$ cat config.mk
export PLATFORM = sky130hd
export DESIGN_NAME = sram_arbiter
export DESIGN_NICKNAME = d
export VERILOG_FILES = /design/src/rtl/sram_arb_pkg.sv /design/src/rtl/sram_arb_pick.sv /design/src/rtl/sram_arbiter.sv
export SDC_FILE = /design/constraint.sdc
export NUM_CORES = 1
export LEC_CHECK = 0
export CAP_MARGIN = 20
export CELL_PAD_IN_SITES_DETAIL_PLACEMENT = 2
export CELL_PAD_IN_SITES_GLOBAL_PLACEMENT = 2
export CORE_AREA = 3 3 137 139
export DETAILED_ROUTE_END_ITERATION = 10
export DIE_AREA = 0 0 140 142
export PLACE_DENSITY = 0.81
export SYNTH_ARGS = -nofsm -noshare
export SYNTH_HDL_FRONTEND = slang
export SYNTH_SLANG_ARGS = --single-unit
$ cat constraint.sdc
create_clock -name clk -period 5.7 [get_ports clk]
set_input_delay 0.855 -clock clk [delete_from_list [all_inputs] [get_ports clk]]
set_output_delay 0.855 -clock clk [all_outputs]
set_load 0.02 [all_outputs]
$ cat src/rtl/sram_arb_pkg.sv
`default_nettype none
// ============================================================================
// Module      : sram_arb_pkg
// Description : Shared definitions for the SRAM arbiter: controller state
//               encoding, requester-ID encoding and SRAM bus widths.
// Ports       : none (package)
// Revision    : 1.0 - initial release
// ============================================================================
package sram_arb_pkg;

    localparam int SRAM_AW = 18;          // SRAM word-address width
    localparam int SRAM_DW = 32;          // SRAM data width
    localparam int SRAM_BW = SRAM_DW / 8; // byte-enable width
    localparam int NUM_REQ = 3;           // number of requester slots

    // Controller states, explicitly encoded
    typedef enum logic [1:0] {
        ST_IDLE = 2'd0,
        ST_ACC  = 2'd1,
        ST_DONE = 2'd2
    } state_t;

    // Requester IDs; also the bit positions in grant/ack vectors
    typedef enum logic [1:0] {
        ID_VID = 2'd0,
        ID_CPU = 2'd1,
        ID_DMA = 2'd2
    } req_id_t;

endpackage : sram_arb_pkg
`default_nettype wire

$ cat src/rtl/sram_arb_pick.sv
`default_nettype none
// ============================================================================
// Module      : sram_arb_pick
// Description : Combinational winner selector. Video has priority unless its
//               burst limit is reached while CPU/DMA waits; CPU vs DMA is
//               resolved by a round-robin pointer.
// Ports       : i_vid_req/i_cpu_req/i_dma_req - raw requests
//               i_ack_mask  - requesters excluded this cycle (bit = ID)
//               i_vid_limit - consecutive-video counter reached its limit
//               i_rr_dma    - round-robin pointer, 1 = DMA has the turn
//               o_grant     - one-hot grant, bit position = requester ID
// Revision    : 1.0 - initial release
// ============================================================================
module sram_arb_pick
    import sram_arb_pkg::*;
(
    input  logic               i_vid_req,
    input  logic               i_cpu_req,
    input  logic               i_dma_req,
    input  logic [NUM_REQ-1:0] i_ack_mask,
    input  logic               i_vid_limit,
    input  logic               i_rr_dma,
    output logic [NUM_REQ-1:0] o_grant
);

    logic [NUM_REQ-1:0] w_req;
    logic               w_other;

    always_comb begin
        w_req   = {i_dma_req, i_cpu_req, i_vid_req} & ~i_ack_mask;
        w_other = w_req[ID_CPU] | w_req[ID_DMA];
        o_grant = '0;
        if (w_req[ID_VID] && !(i_vid_limit && w_other)) begin
            o_grant[ID_VID] = 1'b1;
        end else if (w_req[ID_CPU] && w_req[ID_DMA]) begin
            if (i_rr_dma) begin
                o_grant[ID_DMA] = 1'b1;
            end else begin
                o_grant[ID_CPU] = 1'b1;
            end
        end else if (w_req[ID_CPU]) begin
            o_grant[ID_CPU] = 1'b1;
        end else if (w_req[ID_DMA]) begin
            o_grant[ID_DMA] = 1'b1;
        end
    end

endmodule : sram_arb_pick
`default_nettype wire

$ cat src/rtl/sram_arbiter.sv
`default_nettype none
// ============================================================================
// Module      : sram_arbiter
// Description : Three-way (video / CPU / DMA) arbiter for a single-port
//               asynchronous SRAM. Each access is IDLE/DONE -> ACC
//               (1+WAIT_CYCLES cycles) -> DONE (one-cycle ack).
// Parameters  : WAIT_CYCLES - extra SRAM access cycles (0..7)
//               VID_BURST   - max consecutive video grants while CPU/DMA
//                             waits (1..255)
// Build macro : SRAM_ARB_DMA_EN - when defined the DMA port participates;
//               otherwise DMA inputs are ignored and dma_ack is tied low.
// Ports       : clk, rst (async, active high)
//               cpu_*  - CPU request/qualifiers, cpu_ack, cpu_stall
//               vid_*  - video read request, vid_ack
//               dma_*  - DMA request/qualifiers, dma_ack
//               rdata  - registered read data, valid while an ack is high
//               sr_*   - SRAM address/data/strobes, sr_din read data
// Revision    : 1.0 - initial release
// ============================================================================
module sram_arbiter
    import sram_arb_pkg::*;
#(
    parameter int WAIT_CYCLES = 0,
    parameter int VID_BURST   = 8
) (
    input  logic               clk,
    input  logic               rst,
    input  logic               cpu_req,
    input  logic               cpu_we,
    input  logic [SRAM_BW-1:0] cpu_be,
    input  logic [SRAM_AW-1:0] cpu_adr,
    input  logic [SRAM_DW-1:0] cpu_wdata,
    output logic               cpu_ack,
    output logic               cpu_stall,
    input  logic               vid_req,
    input  logic [SRAM_AW-1:0] vid_adr,
    output logic               vid_ack,
    input  logic               dma_req,
    input  logic               dma_we,
    input  logic [SRAM_BW-1:0] dma_be,
    input  logic [SRAM_AW-1:0] dma_adr,
    input  logic [SRAM_DW-1:0] dma_wdata,
    output logic               dma_ack,
    output logic [SRAM_DW-1:0] rdata,
    output logic [SRAM_AW-1:0] sr_adr,
    output logic [SRAM_DW-1:0] sr_dout,
    input  logic [SRAM_DW-1:0] sr_din,
    output logic               sr_we,
    output logic               sr_drive,
    output logic [SRAM_BW-1:0] sr_be
);

    localparam logic [2:0] c_wait      = 3'(WAIT_CYCLES);
    localparam logic [7:0] c_vid_burst = 8'(VID_BURST);

    state_t               r_state;
    state_t               w_next_state;
    logic [2:0]           r_acc_cnt;
    logic [7:0]           r_vid_cnt;
    req_id_t              r_owner;
    logic                 r_we;
    logic [NUM_REQ-1:0]   r_ack;
    logic [SRAM_DW-1:0]   r_rdata;
    logic [SRAM_AW-1:0]   r_sr_adr;
    logic [SRAM_DW-1:0]   r_sr_dout;
    logic [SRAM_BW-1:0]   r_sr_be;
    logic                 r_sr_we;

    logic                 w_arb_en;
    logic                 w_last;
    logic [NUM_REQ-1:0]   w_pick;
    logic [NUM_REQ-1:0]   w_grant;
    logic                 w_any_grant;
    logic [NUM_REQ-1:0]   w_ack_mask;
    logic                 w_vid_limit;

    logic                 w_dma_req;
    logic                 w_dma_we;
    logic [SRAM_BW-1:0]   w_dma_be;
    logic [SRAM_AW-1:0]   w_dma_adr;
    logic [SRAM_DW-1:0]   w_dma_wdata;
    logic                 w_rr_dma;

    logic [SRAM_AW-1:0]   w_win_adr;
    logic [SRAM_DW-1:0]   w_win_dout;
    logic [SRAM_BW-1:0]   w_win_be;
    logic                 w_win_we;
    req_id_t              w_win_id;

`ifdef SRAM_ARB_DMA_EN
    logic r_rr_dma;

    assign w_dma_req   = dma_req;
    assign w_dma_we    = dma_we;
    assign w_dma_be    = dma_be;
    assign w_dma_adr   = dma_adr;
    assign w_dma_wdata = dma_wdata;
    assign w_rr_dma    = r_rr_dma;
    assign dma_ack     = r_ack[ID_DMA];

    // After a CPU/DMA grant the turn passes to the port that did not win
    always_ff @(posedge clk or posedge rst) begin
        if (rst) begin
            r_rr_dma <= 1'b0;
        end else if (w_grant[ID_CPU]) begin
            r_rr_dma <= 1'b1;
        end else if (w_grant[ID_DMA]) begin
            r_rr_dma <= 1'b0;
        end
    end
`else
    logic w_unused_dma;

    assign w_dma_req    = 1'b0;
    assign w_dma_we     = 1'b0;
    assign w_dma_be     = '0;
    assign w_dma_adr    = '0;
    assign w_dma_wdata  = '0;
    assign w_rr_dma     = 1'b0;
    assign dma_ack      = 1'b0;
    assign w_unused_dma = ^{dma_req, dma_we, dma_be, dma_adr, dma_wdata};
`endif

    // A CPU/DMA requester still shows req during its ack cycle, so it is
    // masked there. Video is a streaming reader (held req = next word) and
    // is never masked, otherwise it could not get consecutive grants.
    assign w_ack_mask  = {r_ack[ID_DMA], r_ack[ID_CPU], 1'b0};
    assign w_vid_limit = (r_vid_cnt == c_vid_burst);

    sram_arb_pick u_pick (
        .i_vid_req   (vid_req),
        .i_cpu_req   (cpu_req),
        .i_dma_req   (w_dma_req),
        .i_ack_mask  (w_ack_mask),
        .i_vid_limit (w_vid_limit),
        .i_rr_dma    (w_rr_dma),
        .o_grant     (w_pick)
    );

    assign w_grant     = w_pick & {NUM_REQ{w_arb_en}};
    assign w_any_grant = |w_grant;

    // ---------------- FSM: state register ----------------
    always_ff @(posedge clk or posedge rst) begin
        if (rst) begin
            r_state <= ST_IDLE;
        end else begin
            r_state <= w_next_state;
        end
    end

    // ---------------- FSM: next state ----------------
    always_comb begin
        w_next_state = r_state;
        unique case (r_state)
            ST_IDLE: if (w_any_grant) w_next_state = ST_ACC;
            ST_ACC:  if (w_last) w_next_state = ST_DONE;
            ST_DONE: w_next_state = w_any_grant ? ST_ACC : ST_IDLE;
            default: w_next_state = ST_IDLE;
        endcase
    end

    // ---------------- FSM: outputs ----------------
    always_comb begin
        w_arb_en = 1'b0;
        w_last   = 1'b0;
        unique case (r_state)
            ST_IDLE, ST_DONE: w_arb_en = 1'b1;
            ST_ACC:           w_last   = (r_acc_cnt == c_wait);
            default:          w_arb_en = 1'b0;
        endcase
    end

    // Winner field selection; video and all reads use full byte enables
    always_comb begin
        w_win_adr  = vid_adr;
        w_win_dout = '0;
        w_win_be   = '1;
        w_win_we   = 1'b0;
        w_win_id   = ID_VID;
        if (w_grant[ID_CPU]) begin
            w_win_adr  = cpu_adr;
            w_win_dout = cpu_wdata;
            w_win_be   = cpu_we ? cpu_be : '1;
            w_win_we   = cpu_we;
            w_win_id   = ID_CPU;
        end else if (w_grant[ID_DMA]) begin
            w_win_adr  = w_dma_adr;
            w_win_dout = w_dma_wdata;
            w_win_be   = w_dma_we ? w_dma_be : '1;
            w_win_we   = w_dma_we;
            w_win_id   = ID_DMA;
        end
    end

    // Access datapath: capture on grant, complete on the last ACC cycle
    always_ff @(posedge clk or posedge rst) begin
        if (rst) begin
            r_acc_cnt <= '0;
            r_owner   <= ID_VID;
            r_we      <= 1'b0;
            r_ack     <= '0;
            r_rdata   <= '0;
            r_sr_adr  <= '0;
            r_sr_dout <= '0;
            r_sr_be   <= '0;
            r_sr_we   <= 1'b0;
        end else begin
            r_ack <= '0;
            if (w_any_grant) begin
                r_acc_cnt <= '0;
                r_owner   <= w_win_id;
                r_we      <= w_win_we;
                r_sr_adr  <= w_win_adr;
                r_sr_dout <= w_win_dout;
                r_sr_be   <= w_win_be;
                r_sr_we   <= w_win_we;
            end else if (r_state == ST_ACC) begin
                if (w_last) begin
                    r_sr_we        <= 1'b0;
                    r_ack[r_owner] <= 1'b1;
                    if (!r_we) begin
                        r_rdata <= sr_din;
                    end
                end else begin
                    r_acc_cnt <= r_acc_cnt + 3'd1;
                end
            end
        end
    end

    // Consecutive-video counter, saturating at the burst limit
    always_ff @(posedge clk or posedge rst) begin
        if (rst) begin
            r_vid_cnt <= '0;
        end else if (w_grant[ID_VID]) begin
            if (!w_vid_limit) begin
                r_vid_cnt <= r_vid_cnt + 8'd1;
            end
        end else if (w_any_grant) begin
            r_vid_cnt <= '0;
        end else if ((r_state == ST_IDLE) && !vid_req) begin
            r_vid_cnt <= '0;
        end
    end

    assign cpu_ack   = r_ack[ID_CPU];
    assign vid_ack   = r_ack[ID_VID];
    assign cpu_stall = cpu_req & ~cpu_ack;
    assign rdata     = r_rdata;
    assign sr_adr    = r_sr_adr;
    assign sr_dout   = r_sr_dout;
    assign sr_be     = r_sr_be;
    assign sr_we     = r_sr_we;
    assign sr_drive  = r_sr_we;

endmodule : sram_arbiter
`default_nettype wire

==> results of run 1 <==
-- worst reg2reg max path, delay by kind of cell, from the launching register on --
kind / cells / cell delay, ps
buffers and inverters: 1 / 90
AOI/OAI and AO/OA: 2 / 1110
and+or+nand+nor: 1 / 500
DFF: 1 / 460
adders and majority gates: 1 / 140
-- cell type report --
class	instances	area (um^2)
clock inverters	6	76.3
inverters	8	32.5
multi-input cells	180	1460
clock buffers	10	229
fillers	1823	11100
well taps	229	287
repair buffers	202	2030
flip-flops and latches	104	2600
-- power groups by stage --
stage               clock network [mW]  registers (mW)  logic [mW]
finish                           0.643            1.21        1.70
global route                     0.703            1.26        1.81
CTS                              0.670            1.22        1.72
detailed placement                   0            1.23        1.72
global placement                     0            1.21        1.67
floorplan                            0            1.53       0.573
-- state kept, by name (all words and copies together), names as in the netlist --
signal,count
rdata,32
sr_dout,32
sr_adr,18
r_vid_cnt,8
sr_be,4
r_acc_cnt,3
r_ack,2
r_state,2
r_owner,1
r_we,1
sr_drive,1
-- layer usage --
| layer | wire [um] | track usage (%) |
|---|---|---|
| met5 | 13 | 0 |
| met4 | 201 | 3.98 |
| met3 | 734 | 4.20 |
| met1 | 5320 | 16.2 |
| met2 | 7900 | 26.7 |
-- cells by family (layout without fill, tap and decap cells) --
group           after synthesis  after routing  synth area share (%)
fa+ha+maj                     4              4                  1.19
xor+xnor                      3              3                 0.627
simple gates                 65             65                  8.51
other cells                   1              1                0.0895
compound gates               74             74                  15.5
buf+inv                      26            226                  3.14
mux                          33             33                  8.84
flops                       104            104                  62.1
-- path summary, 6_finish.rpt --
path                                          start                     end  cells past startpoint
setup / recovery                            cpu_req               cpu_stall                      4
hold / removal               r_owner[0]$_DFFE_PP0P_      r_ack[0]$_DFF_PP0_                      1
setup reg to reg           r_vid_cnt[0]$_DFFE_PP0P_  sr_adr[16]$_DFFE_PP0P_                      5
hold reg to reg              r_owner[0]$_DFFE_PP0P_      r_ack[0]$_DFF_PP0_                      1
max in group asynchronous                       rst   rdata[12]$_DFFE_PP0P_                      3
min in group asynchronous                       rst    rdata[2]$_DFFE_PP0P_                      2
-- cell usage in the layout, fill, tap and decap left out, types with 3 or more instances in the layout --
cell type | Yosys | final
dfrtp_1 | 104 | 104
a21oi_1 | 5 | 5
clkinv_4 | 0 | 3
nand2b_1 | 4 | 4
ha_1 | 4 | 4
o22a_1 | 4 | 4
and2_1 | 19 | 19
nand2_1 | 8 | 8
nor4_1 | 3 | 3
clkdlybuf4s50_1 | 0 | 199
a22o_1 | 32 | 32
a221o_1 | 19 | 19
inv_1 | 8 | 7
nor2b_1 | 4 | 4
nor2_1 | 12 | 11
nand3_1 | 7 | 7
clkbuf_16 | 0 | 9
mux2_2 | 32 | 32
==> Flow_metrics.wiki, run 1 <==
{| class="wikitable"
! Metric !! Value
|-
| Outcome || complete, no violations
|-
| Clock edge transition at the registers on the reported setup and hold paths || 70 ps
|-
| CTS tree || built
|-
| Area enclosed by the die boundary || 19900 um^2
|-
| Slowest library cell on the worst path || clkdlybuf4s50_1
|-
| Clock share of power || 18.1%
|-
| Die Y-Extent || 142 um
|-
| Register share of total power || 34.2%
|-
| Detail Route Antenna Nets || 0
|-
| Number of buffers inserted during clock tree synthesis || 9
|-
| # IOs || 257
|-
| Floorplan Core Area || 17800 um^2
|-
| Switching power || 1.31 mW
|-
| Maximum root-to-sink buffer count || 2
|-
| Overall via count from detail_route || 3359
|-
| Cell occurring most often along the worst timing path || clkdlybuf4s50_1
|-
| Share of layout cells above drive strength 1 || 11.6%
|-
| Critical Path, Cell by Cell || clkdlybuf4s50_1 -> nand2b_1 -> inv_1 -> clkdlybuf4s50_1
|-
| Combinational share of power || 47.8%
|-
| Width of the die || 140 um
|-
| Detail-routed net length per standard cell || 19.2 um
|-
| Longest individual stage delay on the worst path || 610 ps
|-
| Total half-perimeter wirelength after legalization and detailed placement || 10400 um
|-
| Required time at the endpoint of the critical path || 4850 ps
|-
| Type of the most critical hold path || reg2reg
|-
| Top cells by instance count after synthesis || dfrtp_1 (104), a22o_1 (32), mux2_2 (32)
|-
| Worst rel slew slack || 33.2%
|-
| Minimum period implied by the final worst setup slack || 3070 ps
|-
| Maximum level of the CTS H-tree || 3
|-
| Std-Cell Rows || 49
|-
| IO Port Bufs || 199
|-
| Via count of the first global-routing pass || 3969
|-
| Critical path startpoint category || input port
|-
| Most common cell in the synthesized netlist || dfrtp_1
|-
| Share of the synthesized area in the top cell type || 62.1%
|-
| CTS root buffer || clkbuf_16
|-
| Wire length of the first global-routing pass || 22500 um
|-
| Part of the cycle the worst path needs || 53.9%
|-
| Count of distinct cell types in the synthesized netlist || 42
|-
| CTS sink cnt || 104
|-
| Class of the most critical setup path || in2out
|-
| Worst-path maximum fanout || 6
|-
| Share of synthesized flip-flops with an asynchronous set or reset || 100%
|-
| Initial antenna violation count || 1
|-
| Max-slew violation count || 0
|-
| Worst slack at placement || 2580 ps
|-
| Cell count after placement || 722
|-
| Mapped Area || 4190 um^2
|-
| Sw Share || 36.8%
|-
| Starting density of the core || 23.6%
|-
| Slew at the pin closest to its max-slew limit || 1000 ps
|-
| Post-CTS Hold Fix Bufs || 0
|-
| Critical path capture point type || primary output
|-
| Setup Viol. Count Final || 0
|-
| Number of inserted diodes || 0
|-
| Initial detailed-routing violation count || 91
|-
| Post-route core utilization || 37.8%
|-
| Routability congestion estimate from global placement || 0.733
|-
| Final WL || 14200 um
|-
| Post-Place Cell Area || 6390 um^2
|-
| Power Dens Cells || 529 nW/um^2
|-
| Synth warnings || 0
|-
| Number of buffers inserted by post-CTS setup repair || 0
|-
| Count of cells resized by post-cts repair || 0
|-
| Design internal power || 2.25 mW
|-
| First-pass detailed-route iteration total || 4
|-
| Nets || 674
|-
| Count of flip-flops with a built-in enable after synthesis || 0
|-
| Maximum achievable frequency || 325 MHz
|-
| Clock network latency to the later pin of the worst-skew pair || 350 ps
|-
| Number of nets in the synthesized netlist || 479
|-
| Setup TNS after final layout || 0 ps
|-
| RSZ-0062 raised after global routing || false
|-
| Final count of hold timing violations || 0
|-
| Smallest setup slack after layout || 2630 ps
|-
| Maximum number of pins on one net before global-route repair || 62
|-
| Register bit total from synthesis || 104
|-
| Area grow syn2layout || 60.3%
|-
| Final Total Pwr || 3.55 mW
|-
| Global route total overflow || 0
|-
| Vias per cell || 4.55
|-
| Cell area after layout || 6710 um^2
|-
| Post-synthesis cell count || 310
|-
| Final routed DRC violation total || 0
|-
| Top_reg_cell synth || dfrtp_1
|-
| Sequential area share after synthesis || 62.1%
|-
| GRT Total Usage || 14.4%
|-
| Gate family responsible for the most delay along the worst path || buffers and inverters
|-
| Leading post-synthesis cells by cell area || dfrtp_1 (62%), mux2_2 (8.6%), a22o_1 (6.7%)
|-
| Signal arrival time at the worst endpoint || 2220 ps
|-
| Avg Synthesized Cell Area || 13.5 um^2
|-
| Final instance count without filler cells || 739
|-
| Max-Cap Viols || 0
|-
| Clock Skews || 7.25 ps
|-
| Reg2reg setup slack || 3290 ps
|-
| Worst IR drop on VDD || 214 uV
|-
| Cell type with the highest aggregate area in the netlist || dfrtp_1
|-
| Static Leakage || 2.84 nW
|-
| Number of buffers and inverters on the critical path || 3
|-
| Final worst hold slack || 461 ps
|}
Note: power is estimated with default switching activity, not from simulation.
==> run 2: changes to the inputs <==
- CORE_AREA: 3 3 137 139 -> 3 3 149 151
- DIE_AREA: 0 0 140 142 -> 0 0 152 154
- PLACE_DENSITY: 0.81 -> 0.72
- clock period: 5.7 -> 2.8 ns (I/O delays scaled with it)
==> Flow_metrics.wiki, run 2 (synthesis gave the netlist of run 1 again) <==
{| class="wikitable"
! Metric !! Value
|-
| Outcome || complete, no violations
|-
| Area grow syn2layout || 62.4%
|-
| Share of layout cells above drive strength 1 || 12.3%
|-
| Worst IR drop on VDD || 410 uV
|-
| Final WL || 14700 um
|-
| First-pass detailed-route iteration total || 4
|-
| Maximum achievable frequency || 443 MHz
|-
| Static Leakage || 2.86 nW
|-
| Count of cells resized by post-cts repair || 0
|-
| Nets || 677
|-
| Maximum root-to-sink buffer count || 2
|-
| Minimum period implied by the final worst setup slack || 2260 ps
|-
| Detail-routed net length per standard cell || 18.6 um
|-
| IO Port Bufs || 199
|-
| Vias per cell || 4.28
|-
| Maximum number of pins on one net before global-route repair || 51
|-
| Slowest library cell on the worst path || or4b_4
|-
| Number of buffers inserted by post-CTS setup repair || 0
|-
| Floorplan Core Area || 21000 um^2
|-
| Global route total overflow || 0
|-
| Maximum level of the CTS H-tree || 3
|-
| Clock edge transition at the registers on the reported setup and hold paths || 70 ps
|-
| Total half-perimeter wirelength after legalization and detailed placement || 11000 um
|-
| Critical path startpoint category || flop
|-
| Initial antenna violation count || 0
|-
| Most common cell after layout, fill and taps aside || clkdlybuf4s50_1
|-
| Class of the most critical setup path || reg2reg
|-
| Reg2reg setup slack || 540 ps
|-
| Routability congestion estimate from global placement || 0.725
|-
| Final count of hold timing violations || 0
|-
| Gate family responsible for the most delay along the worst path || compound AO/OA/AOI/OAI gates
|-
| Area enclosed by the die boundary || 23400 um^2
|-
| Signal arrival time at the worst endpoint || 2470 ps
|-
| Clock network latency to the later pin of the worst-skew pair || 340 ps
|-
| CTS tree || built
|-
| Post-CTS Hold Fix Bufs || 0
|-
| Longest individual stage delay on the worst path || 490 ps
|-
| Overall via count from detail_route || 3375
|-
| Final routed DRC violation total || 0
|-
| Initial detailed-routing violation count || 69
|-
| Die Y-Extent || 154 um
|-
| Power Dens Cells || 1060 nW/um^2
|-
| Commonest cells after routing, fill and taps aside || clkdlybuf4s50_1 (199), dfrtp_1 (104), mux2_2 (32), a22o_1 (32)
|-
| # IOs || 257
|-
| Critical Path, Cell by Cell || inv_1 -> ha_1 -> or4b_4 -> o31a_1 -> buf_4 -> a221o_2
|-
| Setup TNS after final layout || 0 ps
|-
| GRT Total Usage || 12.5%
|-
| Worst rel slew slack || 53.7%
|-
| Max-Cap Viols || 0
|-
| Number of inserted diodes || 0
|-
| Number of buffers inserted during clock tree synthesis || 9
|-
| Critical path capture point type || flop
|-
| RSZ-0062 raised after global routing || false
|-
| Std-Cell Rows || 53
|-
| Max-slew violation count || 0
|-
| Worst-path maximum fanout || 20
|-
| Detail Route Antenna Nets || 0
|-
| CTS sink cnt || 104
|-
| Via count of the first global-routing pass || 3997
|-
| Starting density of the core || 20.0%
|-
| CTS root buffer || clkbuf_16
|-
| Type of the most critical hold path || reg2reg
|-
| Setup Viol. Count Final || 0
|-
| Clock Skews || 10.5 ps
|-
| Width of the die || 152 um
|-
| Slew at the pin closest to its max-slew limit || 693 ps
|-
| Wire length of the first global-routing pass || 23400 um
|-
| Final instance count without filler cells || 788
|-
| Cell count after placement || 772
|-
| Required time at the endpoint of the critical path || 3020 ps
|-
| Layout filler cell count || 2274
|-
| Number of buffers and inverters on the critical path || 2
|-
| Part of the cycle the worst path needs || 80.6%
|}
-- run 2: cell types whose count changed in the layout (fill, tap and decap cells not counted), sizes merged --
cell / before / now
buf: 3 / 6
clkinv: 3 / 2
bufinv: 1 / 0
clkinvlp: 0 / 2
-- run 2: routing by layer --
| metal | track usage [%] | vias to the layer above | part of all wire [%] |
|---|---|---|---|
| met5 | 0 | - | 0 |
| met4 | 3.34 | 0 | 1.5 |
| met3 | 3.46 | 12 | 4.9 |
| met2 | 22.6 | 90 | 53 |
| met1 | 14.6 | 1740 | 40 |
| li1 | - | 1533 | - |
-- run 2: worst paths after layout --
check,from,end,cells past startpoint
setup / recovery,r_vid_cnt[0]$_DFFE_PP0P_,sr_adr[16]$_DFFE_PP0P_,6
hold / removal,r_owner[0]$_DFFE_PP0P_,r_ack[0]$_DFF_PP0_,1
setup reg to reg,r_vid_cnt[0]$_DFFE_PP0P_,sr_adr[16]$_DFFE_PP0P_,6
hold reg to reg,r_owner[0]$_DFFE_PP0P_,r_ack[0]$_DFF_PP0_,1
max in group asynchronous,rst,sr_adr[11]$_DFFE_PP0P_,3
min in group asynchronous,rst,rdata[3]$_DFFE_PP0P_,2
-- run 2: through the flow --
step                      instance area, um^2  worst slack, ps  power, mW  hold slack (ps)  utilization [%]
after global routing                     6800              468       7.67              488             32.5
final                                    6800              544       7.21              454             32.5
after CTS                                6800              540       7.37              459             32.5
after floorplan                          4190              812       4.29              418                -
after global placement                   6520              582       5.90              442             31.1
after detailed placement                 6520              474       6.05              450             31.1
-- run 2: final cells by class --
type | count | area, um^2 | share of cell area, %
repair buffers | 205 | 2070 | 30.5
multi-input cells | 180 | 1460 | 21.5
flip-flops and latches | 104 | 2600 | 38.2
well taps | 275 | 344 | 5.06
clock buffers | 10 | 239 | 3.51
clock inverters | 6 | 50.0 | 0.736
inverters | 8 | 33.8 | 0.497
-- run 2: report_power, final --
group	internal [mW]	switching [mW]	leakage, nW
clock network	0.642	0.605	0.141
registers	2.10	0.363	1.30
logic	1.78	1.72	1.41
